$ cat src/rtl/snitch_fp_sb_if.sv
// Issue / commit / status bundle of the FP register scoreboard.
// The slave modport is the scoreboard side; the master modport is the issuing core.
interface snitch_fp_sb_if #(
  parameter int unsigned NrRegs        = 32,
  parameter int unsigned NrReadPorts   = 3,
  parameter int unsigned NrCommitPorts = 2,
  parameter int unsigned CntWidth      = 2
);
  localparam int unsigned AddrWidth = $clog2(NrRegs);
  localparam int unsigned OutWidth  = $clog2(NrRegs * (2**CntWidth - 1) + 1);

  logic                                     issue_valid_i;
  logic                                     issue_ready_o;
  logic [AddrWidth-1:0]                     issue_rd_i;
  logic                                     issue_rd_is_fp_i;
  logic [NrReadPorts-1:0][AddrWidth-1:0]    issue_rs_i;
  logic [NrReadPorts-1:0]                   issue_rs_used_i;
  logic [NrCommitPorts-1:0]                 commit_valid_i;
  logic [NrCommitPorts-1:0][AddrWidth-1:0]  commit_rd_i;
  logic                                     flush_i;
  logic                                     busy_o;
  logic [OutWidth-1:0]                      outstanding_o;
  logic                                     stall_raw_o;
  logic                                     stall_waw_o;
  logic                                     underflow_o;

  modport slave (
    input  issue_valid_i, issue_rd_i, issue_rd_is_fp_i, issue_rs_i, issue_rs_used_i,
    input  commit_valid_i, commit_rd_i, flush_i,
    output issue_ready_o, busy_o, outstanding_o, stall_raw_o, stall_waw_o, underflow_o
  );

  modport master (
    output issue_valid_i, issue_rd_i, issue_rd_is_fp_i, issue_rs_i, issue_rs_used_i,
    output commit_valid_i, commit_rd_i, flush_i,
    input  issue_ready_o, busy_o, outstanding_o, stall_raw_o, stall_waw_o, underflow_o
  );
endinterface

$ cat src/rtl/snitch_fp_scoreboard.sv
// Per-register pending-write scoreboard gating FP instruction issue on RAW/WAW hazards.
// Define SNITCH_FP_SB_BYPASS_EN to let a same-cycle commit release a source with count 1.
module snitch_fp_scoreboard #(
  parameter int unsigned NrRegs        = 32,
  parameter int unsigned NrReadPorts   = 3,
  parameter int unsigned NrCommitPorts = 2,
  parameter int unsigned CntWidth      = 2,
  parameter bit          StrictWaw     = 1'b1
) (
  input logic            clk_i,
  input logic            rst_i,
  snitch_fp_sb_if.slave  sb
);
  localparam int unsigned AddrWidth = $clog2(NrRegs);
  localparam int unsigned OutWidth  = $clog2(NrRegs * (2**CntWidth - 1) + 1);
  localparam int unsigned CalcWidth = CntWidth + NrCommitPorts + 1;
  localparam logic [CntWidth-1:0] CntMax = '1;

  logic [CntWidth-1:0]    r_cnt [NrRegs];
  logic [CntWidth-1:0]    w_cnt_next [NrRegs];
  logic [NrRegs-1:0]      w_uf_hit;
  logic [OutWidth-1:0]    r_outstanding;
  logic [OutWidth-1:0]    w_outstanding_next;
  logic                   r_underflow;
  logic [NrReadPorts-1:0] w_src_pending;
  logic                   w_dst_block;
  logic                   w_ready;
  logic                   w_fire;

  genvar gi;

  for (gi = 0; gi < NrReadPorts; gi++) begin : g_src
    logic [AddrWidth-1:0] w_rs;
    logic                 w_bypass;
    assign w_rs = sb.issue_rs_i[gi];
`ifdef SNITCH_FP_SB_BYPASS_EN
    always_comb begin
      w_bypass = 1'b0;
      for (int p = 0; p < NrCommitPorts; p++) begin
        if (sb.commit_valid_i[p] && (sb.commit_rd_i[p] == w_rs) &&
            (r_cnt[w_rs] == CntWidth'(1)))
          w_bypass = 1'b1;
      end
    end
`else
    assign w_bypass = 1'b0;
`endif
    assign w_src_pending[gi] = sb.issue_rs_used_i[gi] && (r_cnt[w_rs] != '0) && !w_bypass;
  end

  assign w_dst_block = sb.issue_rd_is_fp_i &&
                       (StrictWaw ? (r_cnt[sb.issue_rd_i] != '0)
                                  : (r_cnt[sb.issue_rd_i] == CntMax));
  assign w_ready = !(|w_src_pending) && !w_dst_block && !sb.flush_i;
  assign w_fire  = sb.issue_valid_i && w_ready;

  // Over-committing clamps at zero and raises the sticky underflow flag.
  for (gi = 0; gi < NrRegs; gi++) begin : g_reg
    logic [CalcWidth-1:0] w_total;
    logic [CalcWidth-1:0] w_hits;
    logic [CntWidth-1:0]  w_next;
    logic                 w_uf;
    always_comb begin
      w_hits = '0;
      for (int p = 0; p < NrCommitPorts; p++) begin
        if (sb.commit_valid_i[p] && (sb.commit_rd_i[p] == AddrWidth'(gi)))
          w_hits = w_hits + CalcWidth'(1);
      end
      w_total = CalcWidth'(r_cnt[gi]) +
                CalcWidth'(w_fire && sb.issue_rd_is_fp_i && (sb.issue_rd_i == AddrWidth'(gi)));
      if (w_hits > w_total) begin
        w_next = '0;
        w_uf   = 1'b1;
      end else begin
        w_next = CntWidth'(w_total - w_hits);
        w_uf   = 1'b0;
      end
    end
    assign w_cnt_next[gi] = w_next;
    assign w_uf_hit[gi]   = w_uf;
  end

  always_comb begin
    w_outstanding_next = '0;
    for (int r = 0; r < NrRegs; r++)
      w_outstanding_next = w_outstanding_next + OutWidth'(w_cnt_next[r]);
  end

  always_ff @(posedge clk_i or posedge rst_i) begin
    if (rst_i) begin
      for (int r = 0; r < NrRegs; r++) r_cnt[r] <= '0;
      r_outstanding <= '0;
      r_underflow   <= 1'b0;
    end else if (sb.flush_i) begin
      for (int r = 0; r < NrRegs; r++) r_cnt[r] <= '0;
      r_outstanding <= '0;
    end else begin
      for (int r = 0; r < NrRegs; r++) r_cnt[r] <= w_cnt_next[r];
      r_outstanding <= w_outstanding_next;
      if (|w_uf_hit) r_underflow <= 1'b1;
    end
  end

  assign sb.issue_ready_o = w_ready;
  assign sb.stall_raw_o   = sb.issue_valid_i && (|w_src_pending);
  assign sb.stall_waw_o   = sb.issue_valid_i && w_dst_block;
  assign sb.outstanding_o = r_outstanding;
  assign sb.busy_o        = (r_outstanding != '0);
  assign sb.underflow_o   = r_underflow;
endmodule

$ cat src/flat_wrapper.sv
// flat-port wrapper written by rule: the top's interface ports become plain ports
module snitch_fp_scoreboard_flat 
#(
  parameter int unsigned NrRegs        = 32,
  parameter int unsigned NrReadPorts   = 3,
  parameter int unsigned NrCommitPorts = 2,
  parameter int unsigned CntWidth      = 2,
  parameter bit          StrictWaw     = 1'b1
)
  (clk_i, rst_i, sb_issue_valid_i, sb_issue_rd_i, sb_issue_rd_is_fp_i, sb_issue_rs_i, sb_issue_rs_used_i, sb_commit_valid_i, sb_commit_rd_i, sb_flush_i, sb_issue_ready_o, sb_busy_o, sb_outstanding_o, sb_stall_raw_o, sb_stall_waw_o, sb_underflow_o);
  snitch_fp_sb_if #(.NrRegs(NrRegs), .NrReadPorts(NrReadPorts), .NrCommitPorts(NrCommitPorts), .CntWidth(CntWidth)) sb_i ();
  input logic clk_i;
  input logic rst_i;
  input wire logic [$bits(sb_i.issue_valid_i)-1:0] sb_issue_valid_i;
  input wire logic [$bits(sb_i.issue_rd_i)-1:0] sb_issue_rd_i;
  input wire logic [$bits(sb_i.issue_rd_is_fp_i)-1:0] sb_issue_rd_is_fp_i;
  input wire logic [$bits(sb_i.issue_rs_i)-1:0] sb_issue_rs_i;
  input wire logic [$bits(sb_i.issue_rs_used_i)-1:0] sb_issue_rs_used_i;
  input wire logic [$bits(sb_i.commit_valid_i)-1:0] sb_commit_valid_i;
  input wire logic [$bits(sb_i.commit_rd_i)-1:0] sb_commit_rd_i;
  input wire logic [$bits(sb_i.flush_i)-1:0] sb_flush_i;
  output wire logic [$bits(sb_i.issue_ready_o)-1:0] sb_issue_ready_o;
  output wire logic [$bits(sb_i.busy_o)-1:0] sb_busy_o;
  output wire logic [$bits(sb_i.outstanding_o)-1:0] sb_outstanding_o;
  output wire logic [$bits(sb_i.stall_raw_o)-1:0] sb_stall_raw_o;
  output wire logic [$bits(sb_i.stall_waw_o)-1:0] sb_stall_waw_o;
  output wire logic [$bits(sb_i.underflow_o)-1:0] sb_underflow_o;
  assign sb_i.issue_valid_i = sb_issue_valid_i;
  assign sb_i.issue_rd_i = sb_issue_rd_i;
  assign sb_i.issue_rd_is_fp_i = sb_issue_rd_is_fp_i;
  assign sb_i.issue_rs_i = sb_issue_rs_i;
  assign sb_i.issue_rs_used_i = sb_issue_rs_used_i;
  assign sb_i.commit_valid_i = sb_commit_valid_i;
  assign sb_i.commit_rd_i = sb_commit_rd_i;
  assign sb_i.flush_i = sb_flush_i;
  assign sb_issue_ready_o = sb_i.issue_ready_o;
  assign sb_busy_o = sb_i.busy_o;
  assign sb_outstanding_o = sb_i.outstanding_o;
  assign sb_stall_raw_o = sb_i.stall_raw_o;
  assign sb_stall_waw_o = sb_i.stall_waw_o;
  assign sb_underflow_o = sb_i.underflow_o;
  snitch_fp_scoreboard #(.NrRegs(NrRegs), .NrReadPorts(NrReadPorts), .NrCommitPorts(NrCommitPorts), .CntWidth(CntWidth), .StrictWaw(StrictWaw)) u_core (.clk_i(clk_i), .rst_i(rst_i), .sb(sb_i));
endmodule
$ cat config.mk
export PLATFORM = sky130hd
export DESIGN_NAME = snitch_fp_scoreboard_flat
export DESIGN_NICKNAME = d
export VERILOG_FILES = /design/src/rtl/snitch_fp_sb_if.sv /design/src/rtl/snitch_fp_scoreboard.sv /design/src/flat_wrapper.sv
export SDC_FILE = /design/constraint.sdc
export NUM_CORES = 1
export LEC_CHECK = 0
export CORE_ASPECT_RATIO = 0.6
export CORE_MARGIN = 4
export CORE_UTILIZATION = 30
export CTS_CLUSTER_SIZE = 12
export DETAILED_ROUTE_END_ITERATION = 8
export SYNTH_ARGS = -nofsm -noshare
export SYNTH_HDL_FRONTEND = slang
export SYNTH_SLANG_ARGS = --single-unit
$ cat constraint.sdc
create_clock -name clk_i -period 25.2 [get_ports clk_i]
set_clock_uncertainty 0.15 [all_clocks]
set_input_delay 2.52 -clock clk_i [delete_from_list [all_inputs] [get_ports clk_i]]
set_output_delay 2.52 -clock clk_i [all_outputs]
set_load 0.05 [all_outputs]
==> flow_metrics.tcl, run 1 <==
set metrics [dict create \
    cts_setup_buffers 0 \
    clockBufferDepth 2 \
    synth_cells 1305 \
    syn2layout_area_growth_pct 10.5 \
    p_sw_w 0.000151 \
    crit_required_ns 25.27 \
    final_cells 1810 \
    relSlewSlack_pct 26.0 \
    crit_arrival_ns 12.28 \
    synthArstFlopShare_pct 100 \
    cts_resized 0 \
    grt_setup_unrepaired "no" \
    mostFrequentLayoutCells "nor2_1 (234), ha_1 (203), inv_1 (200)" \
    synth.distinct_cells 77 \
    cp-end-kind "flip-flop" \
    swShare_pct 37.7 \
    dp_hpwl_mm 31.1 \
    vias 9605 \
    finalHoldViolCount 0 \
    synth_ff_type "dfrtp_1" \
    postCtsHoldBufs 0 \
    max_slew.worst_pin.slew_ns 1.09 \
    syn_nets 1607 \
    grt_usage_pct 18.6 \
    hold_class "flip-flop to flip-flop" \
    fp.coreArea_mm2 0.0364 \
    leakage_nw 5.57 \
    drive_gt1_share_pct 6.00 \
    worst_ir_drop_vdd_mv 0.0342 \
    clk_latency_ns 0.38 \
    antenna_cells 0 \
    grt_max_degree 75 \
    clkPwrFrac_pct 34.4 \
    pwr-share-seq_pct 30.6 \
    dieArea_mm2 0.0403 \
    finalWirelength_mm 37.1 \
    ys_seq_elements 72 \
    fin_nets 1632 \
    power.total_w 0.000399 \
    via_per_inst 5.31 \
    ios 52 \
    wl_per_cell_um 20.5 \
    powerDensity_mw_per_mm2 32.5 \
    fin_setup_tns_ns 0 \
    post_dp_cell_area_mm2 0.0120 \
    p_int_w 0.000249 \
    initial_utilization_pct 30.5 \
    critical_path_class "input port to flip-flop" \
    power_frac_comb_pct 35.0 \
    antenna_found_initial 0 \
    status "completed" \
    ant_nets 0 \
    ys_warn_count 0 \
    grt-ovfl-total 0 \
    period_needed_ns 12.21 \
    setup_violations 0 \
    grt_first_pass_wirelength_mm 56.6 \
    drt_iter0_markers 1037 \
    layout_commonest_cell "nor2_1" \
    std_cell_rows 54 \
    clk_pin_slew_worst_paths_ns 0.06 \
    first_pass_iters 5 \
    design_area_mm2 0.0123 \
    numCtsBuffers 9 \
    max_cap_viol_count 0 \
    htree_num_levels 3 \
    nFillCells 3740 \
    die_w_um 256 \
    cts_root_buffer "clkbuf_16" \
    numPortBuffers 51 \
    gp_congestion 0.952 \
    cp_max_fo 34 \
    drc 0 \
    cts_tree "built" \
    cts.sinks 72 \
    synth-edff-count 0 \
    seq_area_frac_synth_pct 16.2 \
    syn_area_per_cell_um2 8.51 \
    min_period_over_period_pct 48.5 \
    grt_pass1_vias 9203 \
    placedCellCount 1795 \
    netlist_area_mm2 0.0111 \
    cp-start-kind "input port" \
    fmax_mhz 81.9 \
    drv_slew 0 \
    die_h_um 157 \
]
-- state kept, by name, summed over array words and instances (netlist names) --
signal / flops
u_core.r_cnt: 64
u_core.sb.outstanding_o: 7
u_core.sb.underflow_o: 1
-- logic make-up (layout without fill, tap and decap cells) --
logic type | Yosys count | in the layout | share of synthesized area, %
compound gates | 162 | 162 | 10.6
buf+inv | 244 | 273 | 9.34
mux | 19 | 19 | 3.63
flops | 72 | 72 | 16.2
xor+xnor | 24 | 24 | 1.89
fa+ha+maj | 262 | 262 | 33.5
simple gates | 522 | 522 | 24.8
-- cell type report --
type | count | area [µm²] | share of cell area (%)
inverters | 202 | 759 | 6.19
well taps | 476 | 596 | 4.85
clock buffers | 10 | 239 | 1.95
flip-flops and latches | 72 | 1800 | 14.7
multi-input cells | 989 | 8280 | 67.4
clock inverters | 5 | 56.3 | 0.459
repair buffers | 56 | 543 | 4.42
-- path summary, 6_finish.rpt --
kind / startpoint / to / slack (ns) / cells after the start
hold reg to reg: u_core.sb.underflow_o / u_core.sb.underflow_o / 0.32 / 1
max in group asynchronous: rst_i / u_core.r_cnt[13] / 21.47 / 3
min in group asynchronous: rst_i / u_core.r_cnt[40] / 2.28 / 2
setup / recovery: sb_issue_rs_i[6] / u_core.sb.outstanding_o[5] / 12.99 / 27
hold / removal: u_core.sb.underflow_o / u_core.sb.underflow_o / 0.32 / 1
setup reg to reg: u_core.r_cnt[12] / u_core.sb.outstanding_o[5] / 15.06 / 26
-- worst max-delay path: stages --
cell and delay (ns):
clkdlybuf4s50_1 0.86, inv_2 0.14, mux4_2 0.37, a21bo_2 0.12
o22ai_1 0.06, or4_2 0.68, buf_4 0.32, nor4b_2 0.33
ha_1 0.29, ha_1 0.37, o311a_1 0.35, o21ai_0 0.36
fa_1 0.51, fa_1 0.56, inv_1 0.06, fa_1 0.51
fa_1 0.52, fa_1 0.54, fa_1 0.53, fa_1 0.53
fa_1 0.49, ha_1 0.24, fa_1 0.40, a21o_1 0.19
a21oi_1 0.17, xor2_1 0.16, nor2_1 0.05
-- Yosys cell counts (17+ instances only) --
cell type	n	area share, %
nor2_1	235	7.9
ha_1	203	23
inv_1	201	6.8
dfrtp_1	72	16
nand2_1	68	2.3
fa_1	59	11
nor3_1	57	2.6
nor2b_1	42	2.4
a21oi_1	32	1.4
nand2b_1	28	1.6
o21ai_0	25	1.1
nor4b_2	23	3.1
clkbuf_1	17	0.57
nand3_1	17	0.77
o211ai_1	17	1.1
-- through the flow --
| stage | setup slack [ns] | utilization (%) | hold slack [ns] |
|---|---|---|---|
| after floorplan | 14.26 | - | 0.534 |
| after CTS | 13.06 | 33.7 | 0.332 |
| after global placement | 12.70 | 32.9 | 0.307 |
| final | 12.99 | 33.7 | 0.323 |
| after detailed placement | 12.70 | 32.9 | 0.316 |
| after global routing | 12.48 | 33.7 | 0.357 |
-- routing by layer --
metal  track usage [%]  share of wire [%]
met1              29.3                 50
met2              24.4                 37
met3              6.75                 13
met4              2.39               0.61
met5                 0                  0
-- power by group through the flow --
| stage | sequential [W] | combinational, W | clock [W] |
|---|---|---|---|
| after floorplan | 0.000130 | 0.0000907 | 0 |
| after global placement | 0.000124 | 0.000138 | 0 |
| after detailed placement | 0.000124 | 0.000139 | 0 |
| after CTS | 0.000122 | 0.000140 | 0.000140 |
| after global routing | 0.000123 | 0.000155 | 0.000144 |
| final | 0.000122 | 0.000140 | 0.000138 |
No activity file was read; power rests on OpenSTA's default activity.
==> run 2, diff against run 1 <==
clock period = 12.8 ns   (was 25.2 ns; I/O delays follow)
==> run 2 against run 1 <==
Core utilization is essentially flat. Register-to-register slack got worse by 13 ns. Global-route usage grew 0.21 points. Cell count barely moved. Largest cell class unchanged. Combinational power up 99%. Flip-flop and latch count did not move. Power is 97% higher.
==> flow_metrics.tcl, run 2 (synthesis results as in run 1) <==
set metrics [dict create \
    finalWirelength_mm 37.8 \
    cp-start-kind "input port" \
    powerDensity_mw_per_mm2 64.0 \
    grt-ovfl-total 0 \
    placedCellCount 1795 \
    rr_startpoint "u_core.r_cnt[12]" \
    cp-end-kind "flip-flop" \
    cts.sinks 72 \
    crit_path_start "sb_issue_rd_i[0]" \
    fp.coreArea_mm2 0.0364 \
    leakage_nw 5.56 \
    clockBufferDepth 2 \
    ios 52 \
    ant_nets 0 \
    gp_congestion 0.943 \
    setup_violations 0 \
    via_per_inst 5.23 \
    regMostFlops "u_core.r_cnt" \
    crit_arrival_ns 11.35 \
    die_h_um 157 \
    cp_max_fo 27 \
    hold_class "flip-flop to flip-flop" \
    vias 9472 \
    crit_required_ns 12.87 \
    grt_setup_unrepaired "no" \
    power_frac_comb_pct 35.4 \
    grt_max_degree 74 \
    min_period_over_period_pct 88.2 \
    cts_tree "built" \
    cts_setup_buffers 0 \
    swShare_pct 38.2 \
    cpPeakStageDelay_ns 1.09 \
    fin_nets 1632 \
    dieArea_mm2 0.0403 \
    grt_first_pass_wirelength_mm 56.5 \
    antenna_found_initial 0 \
    largest_register_ffs 64 \
    max_cap_viol_count 0 \
    dp_hpwl_mm 31.7 \
    relSlewSlack_pct 27.8 \
    numPortBuffers 51 \
    wl_per_cell_um 20.9 \
    cpMostUsedCell "fa_1" \
    cts_resized 0 \
    htree_num_levels 3 \
    drive_gt1_share_pct 5.92 \
    worst_ir_drop_vdd_mv 0.0662 \
    finalHoldViolCount 0 \
    clk_latency_ns 0.37 \
    drc 0 \
    status "completed" \
    grt_pass1_vias 9013 \
    std_cell_rows 54 \
    p_sw_w 0.000300 \
    numCtsBuffers 9 \
    cts_root_buffer "clkbuf_16" \
    fmax_mhz 88.6 \
    crit_slowest_cell "clkdlybuf4s50_1" \
    fin_setup_tns_ns 0 \
    mostFrequentLayoutCells "nor2_1 (234), ha_1 (203), inv_1 (200)" \
    drt_iter0_markers 896 \
    final_cells 1811 \
    max_slew.worst_pin.slew_ns 1.08 \
    pwr-share-seq_pct 30.6 \
    clk_pin_slew_worst_paths_ns 0.06 \
    first_pass_iters 5 \
    period_needed_ns 11.28 \
    postCtsHoldBufs 0 \
    critical_path_class "input port to flip-flop" \
    clkPwrFrac_pct 34.0 \
    drv_slew 0 \
    die_w_um 256 \
    syn2layout_area_growth_pct 10.5 \
    p_int_w 0.000485 \
    layout_commonest_cell "nor2_1" \
    initial_utilization_pct 30.5 \
    design_area_mm2 0.0123 \
    post_dp_cell_area_mm2 0.0120 \
    min_from "u_core.sb.underflow_o" \
    grt_usage_pct 18.9 \
    fin_hold_ws_ns 0.323 \
]
## run 2: cell types whose count changed in the layout (fill, tap and decap cells not counted)
| cell | change |
|---|---|
| clkbuf_1 | +1 |
| clkbuf_8 | -1 |
| clkinv_2 | -1 |
| clkinv_4 | +1 |
| clkinvlp_4 | +1 |
| diode_2 | +1 |
| inv_6 | -1 |
## run 2: per-layer routing
layer  GRT usage (%)  share of wire, %
met1            28.7                49
met3            8.65                13
met5               0                 0
met2            24.2                36
met4            2.85              0.94
## run 2: critical path, delay by kind of cell
family / cells / cell delay, ns
AO/OA/AOI/OAI: 6 / 1.10
XOR/XNOR: 1 / 0.17
adder cells (fa/ha/maj): 14 / 5.80
buffers and inverters: 5 / 1.63
AND/OR/NAND/NOR: 6 / 1.33
## run 2: power by group through the flow
stage	clock network [W]	logic (W)	registers, W
floorplan	0	0.000179	0.000256
global placement	0	0.000272	0.000245
detailed placement	0	0.000276	0.000245
CTS	0.000273	0.000279	0.000240
global route	0.000282	0.000308	0.000241
finish	0.000267	0.000278	0.000241
## run 2: through the flow
step           total power [W]  utilization [%]  worst slack (ns)
6_report              0.000785             33.7              1.52
3_5_place_dp          0.000521             32.9              1.24
5_1_grt               0.000831             33.7              1.09
3_3_place_gp          0.000517             32.9              1.30
4_1_cts               0.000792             33.7              1.61
2_1_floorplan         0.000435                -              3.10
## run 2: final timing paths
kind	depth (start not counted)	slack, ns	end
setup / recovery	32	1.52	u_core.sb.outstanding_o[5]
hold / removal	1	0.32	u_core.sb.underflow_o
setup reg to reg	25	2.55	u_core.sb.outstanding_o[5]
hold reg to reg	1	0.32	u_core.sb.underflow_o
max in group asynchronous	3	10.29	u_core.r_cnt[62]
min in group asynchronous	2	1.06	u_core.r_cnt[45]
## run 2: area by class of cell
class                      instances  area [µm²]
antenna                            1        2.50
clock buffer                      10         229
fill                            3764       24100
sequential                        72        1800
tap                              476         596
multi-input combinational        989        8280
inverter                         202         759
clock inverter                     5        58.8
timing repair buffer              56         543
